===== src/rtl/fpu_wb_ctrl.sv =====
// FPU writeback controller: tracks in-flight FP ops in a completion-slot shift register,
// gates issue on writeback-port and destination-register conflicts, and accumulates fflags.
module fpu_wb_ctrl (
  input  logic        clk,
  input  logic        rst_n,
  input  logic        issue_valid,
  input  logic [4:0]  issue_rd,
  input  logic [2:0]  issue_lat,
  output logic        issue_ready,
  input  logic [31:0] fpu_result,
  input  logic [4:0]  fpu_flags,
  input  logic        fpu_ready,
  output logic        wb_en,
  output logic [4:0]  wb_rd,
  output logic [31:0] wb_data,
  output logic [4:0]  fflags,
  input  logic        fflags_clr,
  output logic [31:0] rd_busy,
  output logic        busy,
  output logic        err
);

  localparam int unsigned NumSlots = 6;

  logic [NumSlots-1:0] slot_valid_q, slot_valid_d;
  logic [4:0]          slot_rd_q [NumSlots];
  logic [4:0]          slot_rd_d [NumSlots];
  logic                wb_en_q, wb_en_d;
  logic [4:0]          wb_rd_q, wb_rd_d;
  logic [31:0]         wb_data_q, wb_data_d;
  logic [4:0]          fflags_q, fflags_d;
  logic                err_q, err_d;

  logic       lat_free;
  logic       fire;
  logic       matched;
  logic [2:0] slot_idx;

  // The slot that will shift into S[lat-1] at this edge must be empty.
  always_comb begin
    lat_free = 1'b0;
    case (issue_lat)
      3'd4:    lat_free = ~slot_valid_q[4];
      3'd5:    lat_free = ~slot_valid_q[5];
      3'd6:    lat_free = 1'b1;
      default: lat_free = 1'b0;
    endcase
  end

  always_comb begin
    rd_busy = '0;
    for (int k = 0; k < NumSlots; k++) begin
      if (slot_valid_q[k]) rd_busy[slot_rd_q[k]] = 1'b1;
    end
    // Keep the register reserved until the register-file write has happened.
    if (wb_en_q) rd_busy[wb_rd_q] = 1'b1;
  end

  assign issue_ready = lat_free & ~rd_busy[issue_rd];
  assign fire        = issue_valid & issue_ready;
  assign matched     = slot_valid_q[0] & fpu_ready;
  assign slot_idx    = issue_lat - 3'd1;

  always_comb begin
    slot_valid_d = {1'b0, slot_valid_q[NumSlots-1:1]};
    for (int k = 0; k < NumSlots - 1; k++) begin
      slot_rd_d[k] = slot_rd_q[k+1];
    end
    slot_rd_d[NumSlots-1] = '0;
    if (fire) begin
      slot_valid_d[slot_idx] = 1'b1;
      slot_rd_d[slot_idx]    = issue_rd;
    end

    wb_en_d   = matched;
    wb_rd_d   = matched ? slot_rd_q[0] : wb_rd_q;
    wb_data_d = matched ? fpu_result   : wb_data_q;

    // Clear takes effect before accumulating a coincident completion.
    if (fflags_clr) begin
      fflags_d = matched ? fpu_flags : 5'd0;
    end else begin
      fflags_d = matched ? (fflags_q | fpu_flags) : fflags_q;
    end

    err_d = err_q | (slot_valid_q[0] != fpu_ready);
  end

  always_ff @(posedge clk) begin
    if (!rst_n) begin
      slot_valid_q <= '0;
      slot_rd_q    <= '{default: '0};
      wb_en_q      <= 1'b0;
      wb_rd_q      <= '0;
      wb_data_q    <= '0;
      fflags_q     <= '0;
      err_q        <= 1'b0;
    end else begin
      slot_valid_q <= slot_valid_d;
      slot_rd_q    <= slot_rd_d;
      wb_en_q      <= wb_en_d;
      wb_rd_q      <= wb_rd_d;
      wb_data_q    <= wb_data_d;
      fflags_q     <= fflags_d;
      err_q        <= err_d;
    end
  end

  assign wb_en   = wb_en_q;
  assign wb_rd   = wb_rd_q;
  assign wb_data = wb_data_q;
  assign fflags  = fflags_q;
  assign err     = err_q;
  assign busy    = (|slot_valid_q) | wb_en_q;

endmodule

===== config.mk =====
export PLATFORM = sky130hd
export DESIGN_NAME = fpu_wb_ctrl
export DESIGN_NICKNAME = d
export VERILOG_FILES = /design/src/rtl/fpu_wb_ctrl.sv
export SDC_FILE = /design/constraint.sdc
export NUM_CORES = 1
export LEC_CHECK = 0
export CAP_MARGIN = 25
export CORE_MARGIN = 10
export CORE_UTILIZATION = 49
export DETAILED_ROUTE_END_ITERATION = 16
export DONT_BUFFER_PORTS = 1
export PLACE_DENSITY_LB_ADDON = 0.12
export SLEW_MARGIN = 20
export SYNTH_ARGS = -nofsm -noshare
export SYNTH_HDL_FRONTEND = slang
export SYNTH_SLANG_ARGS = --single-unit

===== constraint.sdc =====
create_clock -name clk -period 3.1 [get_ports clk]
set_input_delay 0.31 -clock clk [delete_from_list [all_inputs] [get_ports clk]]
set_output_delay 0.31 -clock clk [all_outputs]
set_load 0.005 [all_outputs]

# --- After elaboration in Yosys (flattened, before gate mapping) ---
# Index checks and enable logic that the tools add are counted.
word_totals:
  input_bits: 50
  regBits: 80
classes:
  n_eq_ne: 4
  muxes: 34
  magnitude_cmp: 19
  n_addsub: 1
  n_bitwise: 17
  n_reduce_logical: 12
ops:
  columns: ["op", "n"]
  rows:
  - ["two-way mux 32 bit", 7]
  - ["OR 32 bit", 6]
  - ["less-than comparator 5 x 6 -> 1 bit (second input constant)", 8]
  - ["demux 1 bit (select 5 bit)", 7]
  - ["greater-or-equal comparator 5 x 1 -> 1 bit (second input constant)", 7]
  - ["bitwise mux 30 bit", 1]
  - ["two-way mux 30 bit", 1]
  - ["two-way mux 5 bit", 5]
  - ["demux 5 bit (select 3 bit)", 1]
  - ["== test 3 bit (second input constant)", 3]
  - ["logical AND 1 bit", 9]
  - ["two-way mux 1 bit", 9]
  - ["OR 5 x 6 -> 6 bit", 1]
  - ["OR reduction 6 bit", 1]
  - ["binary-select mux 1 bit (select 5 bit)", 1]
  - ["OR 5 bit", 1]
  - ["greater-or-equal comparator 4 bit (second input constant)", 1]
  - ["less-than comparator 3 x 4 -> 1 bit (second input constant)", 1]
  - ["less-than comparator 4 x 1 -> 1 bit (second input constant)", 1]
  - ["inverter 3 -> 4 bit", 1]
  - ["AND 1 bit", 3]
  - ["demux 1 bit (select 3 bit)", 1]
  - ["greater-or-equal comparator 3 x 1 -> 1 bit (second input constant)", 1]
  - ["inverter 1 bit", 3]
  - ["other kinds (6)", 7]

# --- Longest topological paths before layout ---
# Gate-level depths: netlist of run 1.
depth:
  ltp_word: 23
  mapped_depth: 12

# --- Worst setup path before layout of run 1 ---
# OpenSTA, ideal clock, no wires.
synth_path:
  path_kind: "register to register"
  start: "reg wb_en_q, in the netlist wb_en"
  end: "reg slot_rd_q[23] (netlist name)"
  path_buffers: 1
  path_stages_with_launch: 11
  arrival_time_ns: 2.628
  slack_ns: 0.355
  period_less_slack_ns: 2.745
  path_cell_list: "dfxtp_1 buf_6 or4b_2 nor2_1 or4_4 o32a_1 a31oi_1 nor4_2 o211ai_4 nand2_4 a32o_1"
synth_via:
  elab_chain_len: 7
synth_lines:
  columns: ["item", "line_no", "text"]
  rows:
  - ["from (decl)", "28", "logic wb_en_q, wb_en_d;"]
  - ["from (signal assigned)", "101", "wb_en_q <= wb_en_d;"]
  - ["two-way mux 32 bit", "56", "if (wb_en_q) rd_busy[wb_rd_q] = 1'b1;"]
  - ["net rd_busy[17]", "18", "output logic [31:0] rd_busy,"]
  - ["binary-select mux 1 bit (select 5 bit)", "59", "assign issue_ready = lat_free & ~rd_busy[issue_rd];"]
  - ["two-way mux 1 bit (implied by the code)", "59", null]
  - ["inverter 1 bit", "59", null]
  - ["AND 1 bit", "59", null]
  - ["net issue_ready", "9", "output logic issue_ready,"]
  - ["AND 1 bit", "60", "assign fire = issue_valid & issue_ready;"]
  - ["two-way mux 30 bit", "70", "if (fire) begin"]
  - ["to (signal assigned)", "100", "slot_rd_q <= slot_rd_d;"]
  - ["to (decl)", "26", "logic [4:0] slot_rd_q [NumSlots];"]
# The timed path passes the listed nets, and every way through them passes these cells. The select of a mux whose other input is x is not followed.
# A chain may end at the register's enable or synchronous reset.

# --- Worst setup path after layout of run 1 ---
layout_path:
  start: "reg slot_rd_q[15] (netlist name)"
  end: "out issue_ready"
layout_via:
  elab_chain_len: 18
  elab_cells_between_ends: 19
  cone_classes: "order compare (2); mux (9); bitwise (7); reduce/logical (1)"
layout_lines:
  columns: ["item", "line_no", "text"]
  rows:
  - ["less-than comparator 5 x 6 -> 1 bit (implied by the code) or greater-or-equal comparator 5 x 1 -> 1 bit (tied branches)", "53", "if (slot_valid_q[k]) rd_busy[slot_rd_q[k]] = 1'b1;"]
  - ["logical AND 1 bit (implied by the code)", "53", null]
  - ["two-way mux 1 bit (implied by the code)", "53", null]
  - ["demux 1 bit (select 5 bit) (*)", "53", null]
  - ["OR 32 bit (no line) (*)", null, null]
  - ["two-way mux 32 bit (*)", "53", null]
  - ["OR 32 bit (no line)", null, null]
  - ["two-way mux 32 bit (*)", "53", null]
  - ["[... 2 more ...]", null, null]
  - ["OR 32 bit (no line)", null, null]
  - ["two-way mux 32 bit (*)", "53", null]
  - ["OR 32 bit (no line)", null, null]
  - ["two-way mux 32 bit (*)", "56", null]
  - ["binary-select mux 1 bit (select 5 bit) (*)", "59", null]
  - ["two-way mux 1 bit (implied by the code) (*)", "59", null]
  - ["inverter 1 bit (*)", "59", null]
  - ["AND 1 bit (*)", "59", null]
  - ["to (decl)", "9", null]
# Every way passes the cells marked *; elsewhere a longest branch is shown, timed or not. The select of a mux whose other input is x is not followed.

==> results of run 1 <==
==> per-stage QoR <==
stage / setup TNS (ps) / instances
CTS: 0 / 821
floorplan: 0 / 659
detailed placement: 0 / 803
finish: 0 / 824
global placement: 0 / 803
global route: -37.04 / 823
==> per-layer routing <==
metal | GRT usage [%] | up-vias | share of wire [%]
met3 | 9.252 | 93 | 12
met2 | 43.10 | 421 | 43
li1 | - | 2506 | -
met4 | 14.23 | 0 | 5.5
met5 | 0 | - | 0
met1 | 33.11 | 2693 | 39
==> cell usage after synthesis, types with 3 or more instances <==
cell       number
a21boi_1        3
a21oi_1         5
a22oi_1         6
and2_1          4
buf_2          12
buf_4           4
clkbuf_1       30
clkbuf_2        7
dfxtp_1        80
ha_1            5
inv_1          14
mux2i_1        60
nand2_1        52
nand2_4         3
nand2b_1       17
nand3_1        14
nand3b_1        3
nand4_1        10
nand4b_1       21
nand4bb_1       5
nor2_1         63
nor2b_1        49
nor3_1          9
nor4bb_1        4
o2111ai_1       3
o211ai_1        4
o22a_1          9
o22ai_1        83
o2bb2ai_1       3
or2_2           7
or3_1           3
or4_1          16
or4b_2          7
or4bb_1        13
==> registers in the layout, indices dropped and copies added, names as in the netlist <==
signal and count:
wb_data 32, slot_rd_q 30, slot_valid_q 6, fflags 5, wb_rd 5, err 1, wb_en 1
==> what timing repair did <==
item,in CTS,in global routing
hold endpoints to repair,0,0
gates cloned,0,1
pin swaps,1,7
setup buffers,2,1
setup endpoints to repair,1,1
gates resized for setup,6,65
==> critical path, cell delays in order (launching register included) <==
cell and delay [ps]:
dfxtp_1 380, nand2_1 380, o2bb2ai_1 110, or4_4 540, or3_1 360, nand4_1 180
nor4_4 70, o211ai_4 220, buf_12 170
==> cell families (layout without fill, tap and decap cells) <==
family	count (synthesis)	in the layout	synth area share (%)
AND/OR/NAND/NOR	315	315	35.75
AO/OA/AOI/OAI	130	130	16.67
flip-flops	80	80	29.60
buffers and inverters	68	92	5.572
multiplexers	60	60	11.10
adder cells (fa/ha/maj)	5	5	1.156
XOR/XNOR	1	1	0.1619
other	0	1	0
==> how the worst min path moves through the flow <==
stage | endpoint | cells after the start | slack [ps] | startpoint
after floorplan | err | 1 | 450 | err
after global placement | err | 1 | 440 | rst_n
after detailed placement | err | 1 | 450 | rst_n
after CTS | err | 1 | 70 | rst_n
after global routing | err | 1 | 60 | rst_n
final | slot_rd_q[1] | 2 | 80 | issue_rd[1]
==> where the power goes <==
part	internal [mW]	leakage [nW]	switching, mW
clock network	0.463	0.112	0.411
registers	1.03	0.661	0.0132
logic	0.0811	1.52	0.0959
total	1.58	2.30	0.520
==> final cells by class <==
| class | count | area [um^2] |
|---|---|---|
| multi-input cells | 511 | 3667 |
| well taps | 140 | 175.2 |
| inverters | 14 | 52.55 |
| diodes | 1 | 2.502 |
| flip-flops and latches | 80 | 1649 |
| clock buffers | 9 | 123.9 |
| clock inverters | 7 | 105.1 |
| fillers | 987 | 4516 |
| repair buffers | 62 | 549.3 |
==> summary.md, run 1 <==
| Metric | Value |
|---|---|
| Outcome | finished clean |
| Clock Tree Buf Depth | 2 |
| Commonest cells after routing, fill and taps aside | o22ai_1, nor2_1, mux2i_1, buf_4, dfxtp_1 |
| CTS Buf Count | 9 |
| 1st-pass router iterations | 6 |
| Ys flop type | dfxtp_1 |
| Maximum number of pins on one net before global-route repair | 83 |
| R2R Path End | slot_rd_q[5] |
| R2R Path Start | slot_rd_q[15] |
| Placed wire-length estimate | 18.19 mm |
| Yosys cell types | 58 |
| Cells taking the most area after synthesis | dfxtp_1, mux2i_1, o22ai_1, nor2b_1, nor2_1 |
| Setup crit start | slot_rd_q[15] |
| Vias | 5713 |
| Layout Cell Area excl Fill | 0.006325 mm^2 |
| Final Net Count | 733 |
| Pwr Density | 331.3 mW/mm^2 |
| Ys Warns | 0 |
| Mapped Nets | 714 |
| Startpoint Class | flip-flop |
| Critical path class | reg -> out |
| Flops & latches, synth | 80 |
| Place WS | 135.0 ps |
| Cell Area, Placed | 0.005838 mm^2 |
| Mapped Avg Cell Area | 8.212 um^2 |
| Reg clk slew, reported paths | 100 ps |
| Global-route wire length before repair | 34.41 mm |
| Core Util, Final | 58.34% |
| Skew final | 16.79 ps |
| Post-Route WL | 23.44 mm |
| Critical path destination | issue_ready |
| WP data required | 2790 ps |
| Root Buffer | clkbuf_8 |
| DRT antenna net count | 0 |
| CP Max Fanout | 6 |
| Max_slew headroom | 63.42% |
| Core area | 0.01084 mm^2 |
| Iteration-0 DRC Markers | 708 |
| Hold Violations, Final | 0 |
| Mapped Cells | 659 |
| Static Leak | 2.295 nW |
| Die height | 125.1 um |
| Area share of the largest cell type after synthesis | 29.60% |
| Post-synth EDFFs | 0 |
| Remaining routing DRC violations | 0 |
| I/O pins | 128 |
| Initial antenna violation count | 0 |
| CP endpoint kind | output port |
| CTS tree | yes |
| Layout cell share with drive strength beyond 1 | 23.57% |
| Htree depth | 3 |
| Initial core utilization | 49.92% |
| Design Power | 2.095 mW |
| Netlist area before placement | 0.005411 mm^2 |
| Area growth syn-to-layout | 16.88% |
| Worst reg-to-reg setup slack | 110 ps |
| Class of the worst hold path | in -> reg |
| Seq/Total Area, Yosys | 29.60% |
| Area leader, netlist | dfxtp_1 |
| Min setup slack post-route | 11.50 ps |
| Die X | 125.1 um |
| Total grt overflow | 0 |
| Full die area | 0.01565 mm^2 |
| Vias per Instance | 6.933 |
| Post-synth ARST share | 0% |
| Max IR drop VDD | 0.0003284 V |
| Max Slew Vio Count | 0 |
| Port Buffers | 0 |
| Clock sink total | 80 |
| Most common cell after layout, fill and taps aside | o22ai_1 |
| R2R depth | 11 |
| Vias in the first global route | 5561 |
| Hold buffers post-CTS | 0 |
| Final setup viols | 0 |
| Post-DR wirelength/cell | 28.45 um |
| FMAX | 323.8 MHz |
| Worst Hold Slack | 75.51 ps |
| Max Cap Violations | 0 |
| Crit path time final | 3088 ps |
| Worst-Skew Late Latency | 360 ps |
| Worst-Margin Slew | 548.8 ps |
| Tcrit/Tclk final | 99.63% |
| Site Rows | 38 |
| Arr. time, crit path | 2780 ps |
| GP Congestion | 1.083 |
| Gr usage total | 27.63% |
No activity file was read; power rests on OpenSTA's default activity.
==> inputs of run 2 (changes only) <==
--- a/config.mk
+++ b/config.mk
@@ -10,7 +10,7 @@
 export CORE_UTILIZATION = 49
 export DETAILED_ROUTE_END_ITERATION = 16
 export DONT_BUFFER_PORTS = 1
-export PLACE_DENSITY_LB_ADDON = 0.12
+export PLACE_DENSITY = 0.62
 export SLEW_MARGIN = 20
 export SYNTH_ARGS = -nofsm -noshare
 export SYNTH_HDL_FRONTEND = slang
==> summary.md, run 2 (synthesis results as in run 1) <==
| Metric | Value |
|---|---|
| Arr. time, crit path | 2770 ps (about the same) |
| Clock sink total | 80 (unchanged) |
| R2R Path End | slot_rd_q[3] |
| FMAX | 325.0 MHz (+0.38%) |
| GP Congestion | 1.077 (-0.50%) |
| Class of the worst hold path | in -> reg |
| Hold Violations, Final | 0 (unchanged) |
| Final setup viols | 0 (unchanged) |
| Worst-Margin Slew | 493.2 ps (-55.62 ps) |
| Final Net Count | 740 (+0.95%) |
| Max Slew Vio Count | 0 (unchanged) |
| Reg clk slew, reported paths | 90 ps (about the same) |
| Vias | 5719 (+0.11%) |
| CTS tree | yes |
| Site Rows | 38 (unchanged) |
| Worst-Skew Late Latency | 370 ps (about the same) |
| Area growth syn-to-layout | 14.75% |
| Max Cap Violations | 0 (unchanged) |
| Placed wire-length estimate | 18.13 mm (-0.36%) |
| Place WS | 143.7 ps (+8.740 ps) |
| Hold Crit Endpoint | slot_rd_q[1] |
| CTS Buf Count | 9 (unchanged) |
| Layout cell share with drive strength beyond 1 | 20.72% (-2.8 points) |
| Most common cell after layout, fill and taps aside | o22ai_1 |
| Gr usage total | 27.48% (-0.15 points) |
| Port Buffers | 0 (unchanged) |
| Vias per Instance | 6.890 (-0.62%) |
| Layout Cell Area excl Fill | 0.006210 mm^2 (-1.8%) |
| Full die area | 0.01565 mm^2 (unchanged) |
| Vias in the first global route | 5461 (-1.8%) |
| Critical path class | reg -> out |
| 1st-pass router iterations | 6 (unchanged) |
| Htree depth | 3 (unchanged) |
| Root Buffer | clkbuf_8 |
| Startpoint Class | flip-flop |
| Cell Area, Placed | 0.005833 mm^2 (about the same) |
| Commonest cells after routing, fill and taps aside | o22ai_1, buf_4, nor2_1, mux2i_1, dfxtp_1 |
| Global-route wire length before repair | 33.91 mm (-1.5%) |
| WP data required | 2790 ps (about the same) |
| Hold buffers post-CTS | 0 (unchanged) |
| CP Max Fanout | 4 (-2) |
| Initial antenna violation count | 0 (unchanged) |
| Min-Delay Startpoint | issue_rd[1] |
| Tcrit/Tclk final | 99.25% (-0.38 points) |
| I/O pins | 128 (unchanged) |
| Pwr Density | 337.4 mW/mm^2 (+1.8%) |
| Worst reg-to-reg setup slack | 70 ps (-40 ps) |
| Largest register FFs | 32 (unchanged) |
| Die height | 125.1 um (unchanged) |
| Initial core utilization | 49.92% (unchanged) |
| Clock Tree Buf Depth | 2 (unchanged) |
| Outcome | finished clean |
| Maximum number of pins on one net before global-route repair | 83 (unchanged) |
| R2R Path Start | slot_valid_q[5] |
| Crit path time final | 3077 ps (-11.80 ps) |
| RSZ-0062 raised after global routing | false |
| Min setup slack post-route | 23.30 ps (+11.80 ps) |
| Remaining routing DRC violations | 0 (unchanged) |
| WHS Path Cells | 2 (unchanged) |
| Static Leak | 2.293 nW (about the same) |
| Max IR drop VDD | 0.0003486 V (+6.1%) |
| Max_slew headroom | 66.92% (+3.5 points) |
| Die X | 125.1 um (unchanged) |
| Skew final | 8.415 ps (-8.372 ps) |
| CP endpoint kind | output port |
| DRT antenna net count | 0 (unchanged) |
| Core area | 0.01084 mm^2 (unchanged) |
| Iteration-0 DRC Markers | 876 (+24%) |
| Post-Route WL | 23.12 mm (-1.4%) |
| Total grt overflow | 0 (unchanged) |
| Post-DR wirelength/cell | 27.85 um (-2.1%) |
| Total Neg Setup Slack | 0 ps (unchanged) |
| R2R depth | 12 (+1) |
| Ant. Diodes | 0 (-1) |
run 2: cell types whose count changed in the layout (fill, tap and decap cells not counted), sizes merged:
| cell | change |
|---|---|
| buf | +8 |
| diode | -1 |
| clkinv | -1 |
run 2: report_power, final:
group          internal, mW  switching (mW)  total, mW  leakage, nW
Clock                 0.478           0.405      0.883        0.113
Sequential             1.03          0.0134       1.05        0.656
Combinational        0.0735          0.0917      0.165         1.52
run 2: stage by stage:
step	instances	utilization, %	hold WS, ps	total power [mW]
after floorplan	659	-	451.1	1.188
after global placement	809	53.81	439.2	1.222
after detailed placement	809	53.81	446.2	1.225
after CTS	827	56.31	45.66	2.105
after global routing	830	57.28	61.88	2.161
final	830	57.28	66.96	2.095
run 2: routing by layer:
metal  track usage [%]  wire, um
met2             41.25      9955
met4             12.87      1039
met3             10.82      3335
met5                 0         0
met1             33.78      8789
run 2: worst max-delay path by stage:
stage	start	end	slack (ps)
floorplan	wb_en	slot_rd_q[23]	350
global placement	slot_rd_q[8]	slot_rd_q[3]	180
detailed placement	slot_rd_q[4]	slot_rd_q[21]	140
CTS	wb_rd[3]	issue_ready	20
global route	slot_rd_q[23]	issue_ready	0.6
finish	slot_valid_q[5]	issue_ready	20
run 2: layout make-up:
class                           instances  area (um^2)
Fill cell                             985         4631
Inverter                               14        52.55
Clock inverter                          6        90.09
Tap cell                              140        175.2
Sequential cell                        80         1632
Clock buffer                           10        137.6
Multi-Input combinational cell        511         3592
Timing Repair Buffer                   69        530.5
run 2: worst max-delay path, stage by stage, from the launching register on:
cell,delay (ps)
dfxtp_1,370
buf_4,170
nor4bb_1,160
a222oi_1,500
nand3_1,250
or3_1,410
nand4_1,130
nor4_4,70
o211ai_4,180
buf_4,140
run 2: timing repair:
action | in CTS | in global routing
hold endpoints to repair | 0 | 0
setup endpoints to repair | 1 | 1
setup buffers | 2 | 3
pin swaps | 1 | 7
resized for setup | 16 | 26
==> patch, RTL diff (settings of run 2) <==
Take the reset off `wb_data_q` and load it in a clocked block of its own.
--- a/src/rtl/fpu_wb_ctrl.sv
+++ b/src/rtl/fpu_wb_ctrl.sv
@@ -92,7 +92,6 @@
       slot_rd_q    <= '{default: '0};
       wb_en_q      <= 1'b0;
       wb_rd_q      <= '0;
-      wb_data_q    <= '0;
       fflags_q     <= '0;
       err_q        <= 1'b0;
     end else begin
@@ -100,10 +99,13 @@
       slot_rd_q    <= slot_rd_d;
       wb_en_q      <= wb_en_d;
       wb_rd_q      <= wb_rd_d;
-      wb_data_q    <= wb_data_d;
       fflags_q     <= fflags_d;
       err_q        <= err_d;
     end
+  end
+
+  always_ff @(posedge clk) begin
+    wb_data_q <= wb_data_d;
   end
 
   assign wb_en   = wb_en_q;
Formal check against the unedited RTL: not equivalent (a bounded check fails within 10 cycles, from zero or initial values and one cycle with rst_n low; the reset may be asserted at any time).
==> patch against run 2 <==
Total power fell by 7.7%; critical endpoint unchanged; via count shrank 14%; cell area is 6.6% lower; fmax is 2.1% higher; largest cell class unchanged; register-to-register slack improved by 0.08 ns; cell count fell by 16%; core utilization increased by 1.3 points; setup slack gained 0.062 ns; sequential cell count did not move; wire length is 12% lower; sequential power rose by 6%; area after synthesis down 7.0%.
==> patch: results <==
placement:
  pre_cts_ws_ns: 0.0830
  globalplace.congestion: 1.01
  portBuffers: 0
  place_area_sq_um: 5400
  dpl.hpwl_microns: 15500
power_and_ir_drop:
  peakVddDrop_v: 0.000385
  switching_share: 0.249
  p_leak_nw: 1.86
cells_and_area:
  stdcell_area_sq_um: 5800
  finalNetCount: 613
  num-fill-cells: 884
  drive_gt1_frac: 0.298
  largest_reg_flops: 32
  num_antenna_cells: 0
synth:
  yosysUniqueCellTypes: 51
  yosys_warnings: 0
  async_reset_ff_frac: 0
  synth_edf_count: 32
  ys_seq_area_frac: 0.382
  synth_flop_cell: "dfxtp_1"
  synth_nets: 586
  synth_top_cells_by_count: "o22ai_1, dfxtp_1, nand2_1"
  synthTopCellsByArea: "dfxtp_1, edfxtp_1, o22ai_1"
critical_path:
  crit_slowest_cell: "or4_4"
  max_stage_delay_ns: 0.47
  crit_fanout: 7
clock_tree:
  root_buffer: "clkbuf_8"
  path_clk_slew_ns: 0.09
  cts_inserted_buffers: 9
  insertion_delay_ns: 0.37
  h-tree-depth: 3
  cts_buffer_depth: 2
grt:
  grt_max_degree: 49
  grt.total_usage: 0.266
  grt_pass1_vias: 4845
  antenna_found_initial: 0
  grt_pass1_wl_microns: 29800
sta:
  tightest_slew_ns: 0.973
  timing.clock.skew_ns: 0.0115
worst_hold_path:
  min_path_type: "in -> reg"
run_status:
  status: "completed"
route:
  drtIter0Drc: 460
  via_count: 4938
  drt_pass1_iterations: 5
  drt-total-wl_microns: 20300
-- patch: final timing paths --
check | startpoint | endpoint | slack [ns] | cells after the start
max reg2reg | wb_rd[2]$_SDFFE_PN0P_ | slot_rd_q[8]$_SDFF_PN0_ | 0.15 | 10
min | fpu_result[19] | wb_data[19]$_DFFE_PP_ | 0.03 | 0
min reg2reg | slot_rd_q[6]$_SDFF_PN0_ | slot_rd_q[11]$_SDFF_PN0_ | 0.50 | 2
max | slot_rd_q[4]$_SDFF_PN0_ | issue_ready | 0.09 | 10
-- patch: per-layer routing --
| metal | track usage | wire [microns] | up-vias |
|---|---|---|---|
| met2 | 0.412 | 9260 | 331 |
| met3 | 0.0772 | 1960 | 85 |
| met1 | 0.330 | 7980 | 2364 |
| met4 | 0.131 | 1050 | 0 |
| li1 | - | - | 2158 |
| met5 | 0 | 0 | - |
-- patch: cell type report --
class                   instances  area share
flip-flops and latches         80       0.341
inverters                       7     0.00453
well taps                     133      0.0287
multi-input cells             406       0.520
clock buffers                  10      0.0220
clock inverters                 6     0.00863
repair buffers                 54      0.0748
-- patch: kinds of logic after synthesis --
group | synth area share
AND/OR/NAND/NOR | 0.327
buffers and inverters | 0.0442
XOR/XNOR | 0.00174
multiplexers | 0.0596
flip-flops | 0.382
AO/OA/AOI/OAI | 0.173
adder cells (fa/ha/maj) | 0.0124
-- patch: worst max-delay path, delay by kind of cell (launching register included) --
family | cells | cell delay [ns]
compound gates | 4 | 0.62
flops | 1 | 0.36
buf+inv | 3 | 0.47
simple gates | 3 | 0.91
-- patch: per-stage QoR --
| step | std cells | TNS, ns | total power (W) | hold WS [ns] |
|---|---|---|---|---|
| after floorplan | 531 | 0 | 0.00122 | 0.409 |
| after global placement | 675 | 0 | 0.00124 | 0.409 |
| after detailed placement | 675 | 0 | 0.00124 | 0.409 |
| after CTS | 695 | 0 | 0.00194 | 0.0208 |
| after global routing | 696 | -0.0338 | 0.00200 | 0.00831 |
| final | 696 | 0 | 0.00193 | 0.0318 |
-- patch: power groups by stage --
| stage | registers [W] | clock network [W] | logic [W] |
|---|---|---|---|
| 4_1_cts | 0.00111 | 0.000719 | 0.000112 |
| 3_5_place_dp | 0.00114 | 0 | 0.000107 |
| 3_3_place_gp | 0.00114 | 0 | 0.000106 |
| 2_1_floorplan | 0.00113 | 0 | 0.0000900 |
| 6_report | 0.00111 | 0.000707 | 0.000117 |
| 5_1_grt | 0.00111 | 0.000761 | 0.000126 |
-- patch: what timing repair did --
action	CTS	global route
setup buffers	4	1
endpoints found under the setup margin	1	31
gates resized for setup	21	57
pin swaps	1	2
